===== config.mk =====
export PLATFORM = sky130hd
export DESIGN_NAME = stream_master_splitter_flat
export DESIGN_NICKNAME = d
export VERILOG_FILES = /design/src/rtl/stream_master_splitter_if.sv /design/src/rtl/stream_master_splitter.sv /design/src/flat_wrapper.sv
export SDC_FILE = /design/constraint.sdc
export NUM_CORES = 1
export LEC_CHECK = 0
export BUFFER_PORTS_ARGS = -buffer_cell sky130_fd_sc_hd__buf_2
export CORE_UTILIZATION = 37
export DETAILED_ROUTE_END_ITERATION = 6
export HOLD_SLACK_MARGIN = 0.1
export PLACE_DENSITY = 0.71
export SLEW_MARGIN = 40
export SYNTH_ARGS = -nofsm -noshare
export SYNTH_HDL_FRONTEND = slang
export SYNTH_SLANG_ARGS = --single-unit

===== constraint.sdc =====
create_clock -name clk -period 2.59 [get_ports clk]
set_input_delay 0.1295 -clock clk [delete_from_list [all_inputs] [get_ports clk]]
set_output_delay 0.1295 -clock clk [all_outputs]
set_load 0.01 [all_outputs]

===== src/rtl/stream_master_splitter_if.sv =====
// Entry-side and AXI-Stream master-side signals of stream_master_splitter.
// Optional statistics outputs are present when MASTER_STATS_EN is defined.
interface stream_master_splitter_if #(
    parameter int unsigned T_DATA_WIDTH = 8,
    parameter int unsigned M_KEEP_WIDTH = 4
);
    localparam int unsigned ENTRY_W = (2 + T_DATA_WIDTH) * M_KEEP_WIDTH;
    localparam int unsigned DATA_W  = T_DATA_WIDTH * M_KEEP_WIDTH;

    logic                    entry_valid_i;
    logic                    entry_ready_o;
    logic [ENTRY_W-1:0]      entry_i;
    logic                    m_valid_o;
    logic                    m_ready_i;
    logic                    m_last_o;
    logic [M_KEEP_WIDTH-1:0] m_keep_o;
    logic [DATA_W-1:0]       m_data_o;
`ifdef MASTER_STATS_EN
    logic [31:0]             beat_count_o;
    logic [31:0]             pkt_count_o;
`endif

    modport master (
`ifdef MASTER_STATS_EN
        output beat_count_o,
        output pkt_count_o,
`endif
        input  entry_valid_i,
        input  entry_i,
        input  m_ready_i,
        output entry_ready_o,
        output m_valid_o,
        output m_last_o,
        output m_keep_o,
        output m_data_o
    );

    modport slave (
`ifdef MASTER_STATS_EN
        input  beat_count_o,
        input  pkt_count_o,
`endif
        output entry_valid_i,
        output entry_i,
        output m_ready_i,
        input  entry_ready_o,
        input  m_valid_o,
        input  m_last_o,
        input  m_keep_o,
        input  m_data_o
    );
endinterface


===== src/rtl/stream_master_splitter.sv =====
// Splits packed multi-lane entries at each last marker into registered AXI-Stream beats.
// Define MASTER_STATS_EN to add accepted-beat and packet counters.
module stream_master_splitter #(
    parameter int unsigned T_DATA_WIDTH = 8,
    parameter int unsigned M_KEEP_WIDTH = 4
) (
    input  logic clk,
    input  logic rst,
    stream_master_splitter_if.master bus
);
    localparam int unsigned LANE_W  = 2 + T_DATA_WIDTH;
    localparam int unsigned ENTRY_W = LANE_W * M_KEEP_WIDTH;
    localparam int unsigned DATA_W  = T_DATA_WIDTH * M_KEEP_WIDTH;
    localparam int unsigned PTR_W   = $clog2(M_KEEP_WIDTH);
    localparam logic [PTR_W-1:0] LAST_LANE = PTR_W'(M_KEEP_WIDTH - 1);

    logic [ENTRY_W-1:0]      entry;
    logic [M_KEEP_WIDTH-1:0] lane_keep;
    logic [M_KEEP_WIDTH-1:0] lane_last;
    logic [PTR_W-1:0]        ptr;
    logic [PTR_W-1:0]        seg_end;
    logic [M_KEEP_WIDTH-1:0] seg_keep;
    logic [DATA_W-1:0]       seg_data;
    logic                    seg_last;
    logic                    seg_final;
    logic                    seg_empty;
    logic                    advance;

    assign entry = bus.entry_i;

    // Unpack per-lane keep/last flags
    always_comb begin
        lane_keep = '0;
        lane_last = '0;
        for (int i = 0; i < int'(M_KEEP_WIDTH); i++) begin
            lane_keep[i] = entry[i*LANE_W];
            lane_last[i] = entry[i*LANE_W + 1];
        end
    end

    // Current segment: from ptr up to the first last marker (or the top lane)
    always_comb begin
        logic found;
        found     = 1'b0;
        seg_end   = LAST_LANE;
        seg_keep  = '0;
        seg_data  = '0;
        seg_final = 1'b1;
        for (int i = 0; i < int'(M_KEEP_WIDTH); i++) begin
            if (!found && (PTR_W'(i) >= ptr) && lane_last[i]) begin
                seg_end = PTR_W'(i);
                found   = 1'b1;
            end
        end
        for (int i = 0; i < int'(M_KEEP_WIDTH); i++) begin
            if ((PTR_W'(i) >= ptr) && (PTR_W'(i) <= seg_end)) begin
                seg_keep[i] = lane_keep[i];
                if (lane_keep[i])
                    seg_data[i*T_DATA_WIDTH +: T_DATA_WIDTH] = entry[i*LANE_W + 2 +: T_DATA_WIDTH];
            end
            // Anything meaningful above the segment means more segments remain
            if ((PTR_W'(i) > seg_end) && (lane_keep[i] || lane_last[i]))
                seg_final = 1'b0;
        end
        seg_last  = lane_last[seg_end];
        seg_empty = (seg_keep == '0) && !seg_last;
    end

    assign advance           = bus.entry_valid_i && (!bus.m_valid_o || bus.m_ready_i);
    assign bus.entry_ready_o = advance && seg_final && !rst;

    // Output register and segment pointer
    always_ff @(posedge clk) begin
        if (rst) begin
            ptr           <= '0;
            bus.m_valid_o <= 1'b0;
            bus.m_last_o  <= 1'b0;
            bus.m_keep_o  <= '0;
            bus.m_data_o  <= '0;
        end else if (advance) begin
            ptr <= seg_final ? '0 : PTR_W'(seg_end + 1'b1);
            if (!seg_empty) begin
                bus.m_valid_o <= 1'b1;
                bus.m_last_o  <= seg_last;
                bus.m_keep_o  <= seg_keep;
                bus.m_data_o  <= seg_data;
            end else if (bus.m_ready_i) begin
                bus.m_valid_o <= 1'b0;
            end
        end else if (bus.m_valid_o && bus.m_ready_i) begin
            bus.m_valid_o <= 1'b0;
        end
    end

`ifdef MASTER_STATS_EN
    // Accepted-beat and completed-packet counters, wrapping at 2^32
    always_ff @(posedge clk) begin
        if (rst) begin
            bus.beat_count_o <= '0;
            bus.pkt_count_o  <= '0;
        end else if (bus.m_valid_o && bus.m_ready_i) begin
            bus.beat_count_o <= bus.beat_count_o + 32'd1;
            if (bus.m_last_o)
                bus.pkt_count_o <= bus.pkt_count_o + 32'd1;
        end
    end
`endif
endmodule

===== src/flat_wrapper.sv =====
// flat-port wrapper written by rule: the top's interface ports become plain ports
module stream_master_splitter_flat 
#(
    parameter int unsigned T_DATA_WIDTH = 8,
    parameter int unsigned M_KEEP_WIDTH = 4
)
  (clk, rst, bus_entry_valid_i, bus_entry_i, bus_m_ready_i, bus_entry_ready_o, bus_m_valid_o, bus_m_last_o, bus_m_keep_o, bus_m_data_o);
  stream_master_splitter_if #(.T_DATA_WIDTH(T_DATA_WIDTH), .M_KEEP_WIDTH(M_KEEP_WIDTH)) bus_i ();
  input  logic clk;
  input  logic rst;
  input wire logic [$bits(bus_i.entry_valid_i)-1:0] bus_entry_valid_i;
  input wire logic [$bits(bus_i.entry_i)-1:0] bus_entry_i;
  input wire logic [$bits(bus_i.m_ready_i)-1:0] bus_m_ready_i;
  output wire logic [$bits(bus_i.entry_ready_o)-1:0] bus_entry_ready_o;
  output wire logic [$bits(bus_i.m_valid_o)-1:0] bus_m_valid_o;
  output wire logic [$bits(bus_i.m_last_o)-1:0] bus_m_last_o;
  output wire logic [$bits(bus_i.m_keep_o)-1:0] bus_m_keep_o;
  output wire logic [$bits(bus_i.m_data_o)-1:0] bus_m_data_o;
  assign bus_i.entry_valid_i = bus_entry_valid_i;
  assign bus_i.entry_i = bus_entry_i;
  assign bus_i.m_ready_i = bus_m_ready_i;
  assign bus_entry_ready_o = bus_i.entry_ready_o;
  assign bus_m_valid_o = bus_i.m_valid_o;
  assign bus_m_last_o = bus_i.m_last_o;
  assign bus_m_keep_o = bus_i.m_keep_o;
  assign bus_m_data_o = bus_i.m_data_o;
  stream_master_splitter #(.T_DATA_WIDTH(T_DATA_WIDTH), .M_KEEP_WIDTH(M_KEEP_WIDTH)) u_core (.clk(clk), .rst(rst), .bus(bus_i));
endmodule

Word level (Yosys, flattened, before mapping)
Index checks and enable logic that the tools add are counted.
{"block": "classes", "n_addsub": 1, "order_cmp": 13, "n_eq_ne": 1, "mux": 30, "bitwise": 1, "reduce_logical": 35}
{"op": "2-to-1 mux 8 bit", "count": 8}
{"op": "logical AND 1 bit", "count": 20}
{"op": "2-to-1 mux 1 bit", "count": 16}
{"op": "2-to-1 mux 2 bit", "count": 5}
{"op": "zero test 1 bit", "count": 6}
{"op": "logical OR 1 bit", "count": 5}
{"op": ">= comparator 1 x 2 -> 1 bit, first input constant", "count": 2}
{"op": ">= comparator 2 bit, first input constant", "count": 2}
{"op": "> comparator 1 x 2 -> 1 bit, first input constant", "count": 2}
{"op": "> comparator 2 bit, first input constant", "count": 2}
{"op": "<= comparator 1 x 2 -> 1 bit, first input constant", "count": 2}
{"op": "<= comparator 2 bit, first input constant", "count": 2}
{"op": "zero test 4 bit", "count": 1}
{"op": "AND reduction 2 bit", "count": 2}
{"op": "< comparator 2 x 3 -> 1 bit, second input constant", "count": 1}
{"op": "!= test 3 bit, second input constant", "count": 1}
{"op": "adder 2 x 1 -> 2 bit, second input constant", "count": 1}
{"op": "binary-select mux 1 bit (select 2 bit)", "count": 1}
{"op": "nonzero test 2 bit", "count": 1}
{"op": "inverter 1 bit", "count": 1}
{"block": "totals", "reg_bits": 40, "input_bits": 44, "wordCells": 86}

Longest topological paths before layout
Gate-level depths: netlist of run 1.
{"block": "depth", "word_depth": 23, "mapped_depth": 11, "depth_no_buf": 9}

Worst setup path after synthesis of run 1
Ideal clock, no wire load.
{"block": "synth_timing", "kind": "register to register", "from": "register u_core.ptr[0]", "to": "register u_core.bus.m_data_o[23]", "setup_ns": 0.127, "arrival_ns": 2.099, "path_slack_ns": 0.364, "path_stages_with_launch": 12, "path_buffers": 3, "period_less_slack_ns": 2.226, "cell_sequence": "dfxtp_1 > nand2b_4 > a21o_1 > clkbuf_1 > inv_1 > ha_1 > or3b_4 > nand3_2 > a21o_1 > buf_6 > buf_8 > o31ai_2"}
{"block": "synth_between", "elab_chain_cells": 22}
{"item": "start: declaration", "line_no": "stream_master_splitter.sv:20", "rtl": "logic [PTR_W-1:0] ptr;"}
{"item": "start signal: assignment", "line_no": "stream_master_splitter.sv:81", "rtl": "ptr <= seg_final ? '0 : PTR_W'(seg_end + 1'b1);"}
{"item": ">= comparator 1 x 2 -> 1 bit", "line_no": "stream_master_splitter.sv:50, stream_master_splitter.sv:56"}
{"item": "logical AND 1 bit", "line_no": "stream_master_splitter.sv:50", "rtl": "if (!found && (PTR_W'(i) >= ptr) && lane_last[i]) begin"}
{"item": "2-to-1 mux 1 bit", "line_no": "stream_master_splitter.sv:50"}
{"item": "zero test 1 bit", "line_no": "stream_master_splitter.sv:50"}
{"item": "logical AND 1 bit (2 in series)", "line_no": "stream_master_splitter.sv:50"}
{"item": "2-to-1 mux 1 bit", "line_no": "stream_master_splitter.sv:50"}
{"item": "zero test 1 bit", "line_no": "stream_master_splitter.sv:50"}
{"item": "logical AND 1 bit (2 in series)", "line_no": "stream_master_splitter.sv:50"}
{"item": "[4 not listed]"}
{"item": "2-to-1 mux 2 bit", "line_no": "stream_master_splitter.sv:50"}
{"item": "<= comparator 1 x 2 -> 1 bit or <= comparator 2 bit (tied branches)", "line_no": "stream_master_splitter.sv:56", "rtl": "if ((PTR_W'(i) >= ptr) && (PTR_W'(i) <= seg_end)) begin"}
{"item": "logical AND 1 bit", "line_no": "stream_master_splitter.sv:56"}
{"item": "2-to-1 mux 1 bit", "line_no": "stream_master_splitter.sv:56"}
{"item": "zero test 4 bit", "line_no": "stream_master_splitter.sv:66", "rtl": "seg_empty = (seg_keep == '0) && !seg_last;"}
{"item": "logical AND 1 bit", "line_no": "stream_master_splitter.sv:66"}
{"item": "inverter 1 bit (no line)"}
{"item": "AND reduction 2 bit (no line)"}
{"item": "end signal: assignment", "line_no": "stream_master_splitter.sv:86", "rtl": "bus.m_data_o <= seg_data;"}
{"item": "end: declaration", "line_no": "stream_master_splitter_if.sv:35", "rtl": "output m_data_o"}
Parallel ways exist; a longest one is shown, timed or not. The select of a mux whose other input is x is not followed.
A chain may end at the register's enable or synchronous reset.

Worst setup path after layout of run 1
{"block": "layout_timing", "from": "register u_core.ptr[0]", "to": "register u_core.bus.m_data_o[31]"}
Same word-level chain as after synthesis.

==> impl_metrics.env, run 1 <==
export IMPL_synth_top_area_share_pct=34.63
export IMPL_numPortBuffers=82
export IMPL_ir_drop_v=0.0003001
export IMPL_grt_start_max_net_pins=46
export IMPL_power_density_mw_per_mm2=479.1
export IMPL_routed_via_density=5.418
export IMPL_root_buffer="clkbuf_8"
export IMPL_max_freq_ghz=0.4356
export IMPL_finalMaxSlewViolations=0
export IMPL_p_leak_nw=1.298
export IMPL_yosysTopAreaCell="dfxtp_1"
export IMPL_slew_headroom_pct=58.36
export IMPL_grt_first_pass_wirelength_um=10760
export IMPL_ant_nets=0
export IMPL_path_delay_family="compound AO/OA/AOI/OAI gates"
export IMPL_wl_per_cell_um=14.89
export IMPL_start_util_pct=38.60
export IMPL_tns_ps=0
export IMPL_ys_seq_elements=40
export IMPL_clockBufferDepth=2
export IMPL_nNetsFinal=410
export IMPL_antenna_found_initial=0
export IMPL_grt_setup_unrepaired="false"
export IMPL_grt_pass1_vias=2377
export IMPL_critPathKind="flop to flop"
export IMPL_num_vias=2384
export IMPL_fin_crit_sh_pct=88.63
export IMPL_holdWs_ps=251.5
export IMPL_hpwlAfterDp_um=4096
export IMPL_cts_tree="built"
export IMPL_fin_util_pct=52.76
export IMPL_die_h_um=81.05
export IMPL_drive_gt1_share_pct=38.36
export IMPL_dieArea_mm2=0.006569
export IMPL_fp_dieW_um=81.05
export IMPL_p_total_mw=1.514
export IMPL_wirelength_um=6552
export IMPL_clkLatencyLatePin_ps=290
export IMPL_netlist_area_mm2=0.002312
export IMPL_hold_start="bus_entry_valid_i"
export IMPL_setup_viol=0
export IMPL_synth_seq_area_share_pct=34.63
export IMPL_max_stage_delay_ps=400
export IMPL_timing_reg2reg_setup_slack_ps=290
export IMPL_timing_final_crit_period_ps=2295
export IMPL_area_delta_synth_final_pct=36.69
export IMPL_synth_cell_types=39
export IMPL_hold_class="primary input to flop"
export IMPL_syn_inst=258
export IMPL_synth_nets=304
export IMPL_r2r_cells=10
export IMPL_clock_sinks=40
export IMPL_status="finished clean"
export IMPL_cts_buffers=5
export IMPL_dr_first_iter_drc_count=103
export IMPL_critical_path_slowest_cell="or3b_4"
export IMPL_setup_worst_path_end_class="flop"
export IMPL_drc_errors=0
export IMPL_hold_end="u_core.ptr[1]"
export IMPL_reg2reg_to="u_core.bus.m_data_o[31]"
export IMPL_worst_path_max_fanout=17
export IMPL_critPathBufInv=2
export IMPL_start_kind="flop"
export IMPL_worstPathRequired_ps=2770
export IMPL_crit_chain="nand2b_4, a21oi_1, a31oi_1, inv_1, ha_1, or3b_4, nand3_2, a21o_2, buf_12, o21ai_2"
export IMPL_clk_pin_slew_worst_paths_ps=80
export IMPL_drt_pass1_iter_count=4
export IMPL_h_tree_depth=2
export IMPL_worstMarginPinSlew_ps=621.2
export IMPL_grt_util_all_layers_pct=21.15
export IMPL_cts_resized=0
export IMPL_ioPinCount=83
export IMPL_n_antenna_cell=0
export IMPL_grt_overflow_total=0
export IMPL_row_count=28
export IMPL_hold_viol_final=0
export IMPL_whs_path_depth=3
export IMPL_r2r_start="u_core.ptr[0]"
export IMPL_synthTopCellsByArea="dfxtp_1 35%, o21ai_2 11%, nor2b_1 8.1%, a22oi_1 7.8%, nand3_1 6.3%"
export IMPL_final_setup_skew_ps=8.594
export IMPL_drv_cap=0
export IMPL_routabilityCongestion=0.8011
export IMPL_core_area_mm2=0.005991
export IMPL_ys_warn_count=0
export IMPL_syn_area_per_cell_um2=8.962
export IMPL_arrival_ps=2480
==> cell usage after synthesis, drive strengths merged <==
cell / n
or3b: 2
dfxtp: 40
o21ai: 31
nor3: 1
a211o: 1
o31a: 1
nand3: 30
a21oi: 15
a211oi: 2
o21ba: 1
clkinv: 1
a32oi: 1
and3: 1
a31oi: 1
nand2: 5
nand2b: 11
a41oi: 8
ha: 2
inv: 5
clkbuf: 13
o31ai: 8
a21o: 2
buf: 11
nor2: 4
o41ai: 1
nor2b: 30
nor4: 4
a22oi: 24
o2111ai: 1
a21boi: 1
==> per-stage QoR <==
stage / cells / area, um^2 / setup WS (ps)
floorplan: 258 / 2312 / 363.9
global placement: 401 / 2763 / 332.2
detailed placement: 401 / 2765 / 291.9
CTS: 440 / 3161 / 286.2
global route: 440 / 3161 / 113.5
finish: 440 / 3161 / 294.5
==> repair_timing <==
item | in CTS | in global routing
hold buffers | 31 | 0
buffers inserted | 0 | 0
endpoints found under the hold margin | 31 | 0
==> state kept, by name, summed over array words and instances (netlist names) <==
| name | count |
|---|---|
| u_core.bus.m_data_o | 32 |
| u_core.bus.m_valid_o | 1 |
| u_core.bus.m_keep_o | 4 |
| u_core.bus.m_last_o | 1 |
| u_core.ptr | 2 |
==> area by class of cell <==
type,count,area (um^2)
fillers,560,2830
multi-input cells,188,1348
repair buffers,123,810.8
flip-flops and latches,40,800.8
well taps,75,93.84
clock buffers,7,76.32
inverters,6,22.52
clock inverters,1,8.758
==> kinds of logic after synthesis <==
family	synth area share, %
buf+inv	7.413
compound gates	32.58
fa+ha+maj	1.082
simple gates	24.30
flops	34.63
==> how the worst max path moves through the flow <==
stage                              from                      end  slack (ps)  cells after the start
final                     u_core.ptr[0]  u_core.bus.m_data_o[31]         290                     10
after global routing      u_core.ptr[1]  u_core.bus.m_data_o[15]         110                      8
after CTS                 u_core.ptr[0]  u_core.bus.m_data_o[31]         290                     10
after detailed placement  u_core.ptr[0]  u_core.bus.m_data_o[31]         290                     10
after global placement    u_core.ptr[0]  u_core.bus.m_data_o[27]         330                     10
after floorplan           u_core.ptr[0]  u_core.bus.m_data_o[23]         360                     11
==> where the power goes <==
part / switching, mW / internal [mW] / leakage [nW] / total [mW]
logic: 0.258 / 0.177 / 0.930 / 0.435
registers: 0.0198 / 0.644 / 0.325 / 0.664
clock network: 0.222 / 0.193 / 0.0424 / 0.415
==> worst min-delay path, cell delays in order <==
cell and delay, ps:
buf_2 180, o2111ai_1 110, a21oi_1 70
==> per-layer routing <==
layer  part of all wire (%)  GRT usage (%)  wire length [um]
met2                     49          36.55              3234
met1                     45          25.70              2919
met4                    1.8          8.214               119
met5                      0              0                 0
met3                    4.3          4.045               279
==> cell usage in the layout, fill, tap and decap left out, drive strengths merged, types with 7 or more instances in the layout <==
cell type,instances
o31ai,8
nand2b,11
nand3,30
buf,92
dlygate4sd3,31
a41oi,8
clkbuf,7
nor2b,30
dfxtp,40
a22oi,24
a21oi,15
o21ai,31
No activity file was read; power rests on OpenSTA's default activity.
==> run 2, diff against run 1 <==
- CAP_MARGIN: not set -> 20
- CELL_PAD_IN_SITES_DETAIL_PLACEMENT: not set -> 0
- CELL_PAD_IN_SITES_GLOBAL_PLACEMENT: not set -> 1
- CORE_UTILIZATION: 37 -> 36
- PLACE_DENSITY: 0.71 -> 0.88
- REMOVE_ABC_BUFFERS: not set -> 1
==> impl_metrics.env, run 2 (synthesis results as in run 1) <==
export IMPL_final_setup_skew_ps=10.24
export IMPL_grt_start_max_net_pins=46
export IMPL_dr_first_iter_drc_count=125
export IMPL_clkLatencyLatePin_ps=290
export IMPL_h_tree_depth=2
export IMPL_ant_nets=0
export IMPL_grt_first_pass_wirelength_um=10750
export IMPL_ir_drop_v=0.0002473
export IMPL_place_ws_ps=240.1
export IMPL_drc_errors=0
export IMPL_reg2reg_to="u_core.bus.m_data_o[12]"
export IMPL_largest_register="u_core.bus.m_data_o"
export IMPL_worstPathRequired_ps=2820
export IMPL_tns_ps=0
export IMPL_power_density_mw_per_mm2=487.5
export IMPL_grt_overflow_total=0
export IMPL_largest_registers="u_core.bus.m_data_o x32, u_core.bus.m_keep_o x4, u_core.ptr x2"
export IMPL_drt_pass1_iter_count=4
export IMPL_worstMarginPinSlew_ps=716.8
export IMPL_max_stage_delay_ps=430
export IMPL_largest_reg_flops=32
export IMPL_num_vias=2374
export IMPL_hold_viol_final=0
export IMPL_p_leak_nw=1.281
export IMPL_wirelength_um=6433
export IMPL_routabilityCongestion=0.8643
export IMPL_layout_setup_ws_ps=236.3
export IMPL_grt_setup_unrepaired="false"
export IMPL_dieArea_mm2=0.006747
export IMPL_numPortBuffers=82
export IMPL_timing_final_crit_period_ps=2354
export IMPL_drive_gt1_share_pct=38.23
export IMPL_critPathKind="flop to flop"
export IMPL_die_h_um=82.14
export IMPL_finalMaxSlewViolations=0
export IMPL_root_buffer="clkbuf_8"
export IMPL_nNetsFinal=406
export IMPL_core_area_mm2=0.006061
export IMPL_grt_util_all_layers_pct=20.24
export IMPL_crit_end="u_core.bus.m_data_o[12]"
export IMPL_cts_buffers=5
export IMPL_arrival_ps=2580
export IMPL_layout_commonest_cell="buf_2"
export IMPL_routed_via_density=5.445
export IMPL_hpwlAfterDp_um=4121
export IMPL_fin_crit_sh_pct=90.88
export IMPL_slew_headroom_pct=52.11
export IMPL_crit_chain="nand2b_4, a21oi_1, a31oi_1, inv_1, ha_1, or3b_4, nor4_4, a22oi_1, o21ai_2"
export IMPL_clock_sinks=40
export IMPL_r2r_start="u_core.ptr[0]"
export IMPL_r2r_cells=9
export IMPL_start_util_pct=38.15
export IMPL_highest_layer="met4"
export IMPL_final_area_mm2=0.003137
export IMPL_wl_per_cell_um=14.75
export IMPL_dpl_instance_area_mm2=0.002743
export IMPL_holdWs_ps=123.8
export IMPL_wl_met2_um=3216
export IMPL_grt_pass1_vias=2348
export IMPL_clockBufferDepth=2
export IMPL_max_freq_ghz=0.4249
export IMPL_worst_path_max_fanout=9
export IMPL_clk_pin_slew_worst_paths_ps=80
export IMPL_setup_viol=0
export IMPL_start_kind="flop"
export IMPL_critical_path_slowest_cell="nor4_4"
export IMPL_wl_met1_um=2872
export IMPL_drv_cap=0
export IMPL_hold_class="primary input to flop"
export IMPL_setup_worst_path_end_class="flop"
export IMPL_fp_dieW_um=82.14
export IMPL_area_delta_synth_final_pct=35.66
export IMPL_dr_wl_met3_um=324
export IMPL_row_count=28
export IMPL_ioPinCount=83
export IMPL_status="finished clean"
export IMPL_timing_reg2reg_setup_slack_ps=240
export IMPL_antenna_found_initial=0
export IMPL_cts_resized=0
export IMPL_cts_tree="built"
export IMPL_critPathLaunch="u_core.ptr[0]"
export IMPL_n_antenna_cell=0
export IMPL_final_cell_mix="81 x buf_2, 40 x dfxtp_1, 30 x nor2b_1, 30 x dlygate4sd3_1"
==> run 2: changes by cell type in the layout (fill, tap and decap cells not counted) <==
cell           previous run  this run
buf_4                    10         7
clkbuf_1                  2         1
clkbuf_8                  5         6
clkinv_4                  1         0
clkinvlp_4                0         1
dlygate4sd3_1            31        30
==> run 2: stage by stage <==
| stage | cells | total power [mW] | util, % |
|---|---|---|---|
| after floorplan | 234 | 0.8940 | - |
| after global placement | 398 | 1.070 | 45.21 |
| after detailed placement | 398 | 1.072 | 45.25 |
| after CTS | 436 | 1.544 | 51.75 |
| after global routing | 436 | 1.608 | 51.75 |
| final | 436 | 1.529 | 51.75 |
==> run 2: worst min path at each step <==
stage | start | cells after the start | end
2_1_floorplan | rst | 1 | u_core.ptr[1]
3_3_place_gp | bus_entry_i[34] | 3 | u_core.bus.m_data_o[26]
3_5_place_dp | bus_entry_i[35] | 3 | u_core.bus.m_data_o[27]
4_1_cts | bus_entry_i[27] | 3 | u_core.bus.m_data_o[21]
5_1_grt | bus_entry_i[27] | 3 | u_core.bus.m_data_o[21]
6_report | bus_entry_i[27] | 3 | u_core.bus.m_data_o[21]
==> run 2: per-layer routing <==
| layer | GRT usage [%] | vias up |
|---|---|---|
| li1 | - | 1172 |
| met1 | 26.26 | 1132 |
| met2 | 34.88 | 68 |
| met3 | 3.846 | 2 |
| met4 | 3.860 | 0 |
| met5 | 0 | - |
==> run 2: critical path: cells and delay by family (launching register included) <==
family / cells / cell delay [ps]
AOI/OAI and AO/OA: 4 / 620
adders and majority gates: 1 / 210
buffers and inverters: 1 / 90
DFF: 1 / 390
and+or+nand+nor: 3 / 980
==> run 2: area by class of cell <==
type / count / area, um^2
clock buffers: 7 / 86.33
flip-flops and latches: 40 / 800.8
clock inverters: 1 / 7.507
well taps: 75 / 93.84
fillers: 608 / 2924
inverters: 6 / 22.52
multi-input cells: 188 / 1348
repair buffers: 119 / 778.2
==> run 2: power breakdown <==
group	leakage, nW	switching [mW]	internal [mW]
registers	0.325	0.0190	0.644
logic	0.912	0.257	0.171
clock network	0.0445	0.221	0.217
total	1.28	0.497	1.03
==> run 2: repair_timing <==
action,in CTS,in global routing
buffers inserted,0,0
hold buffers,30,0
hold endpoints to repair,30,0
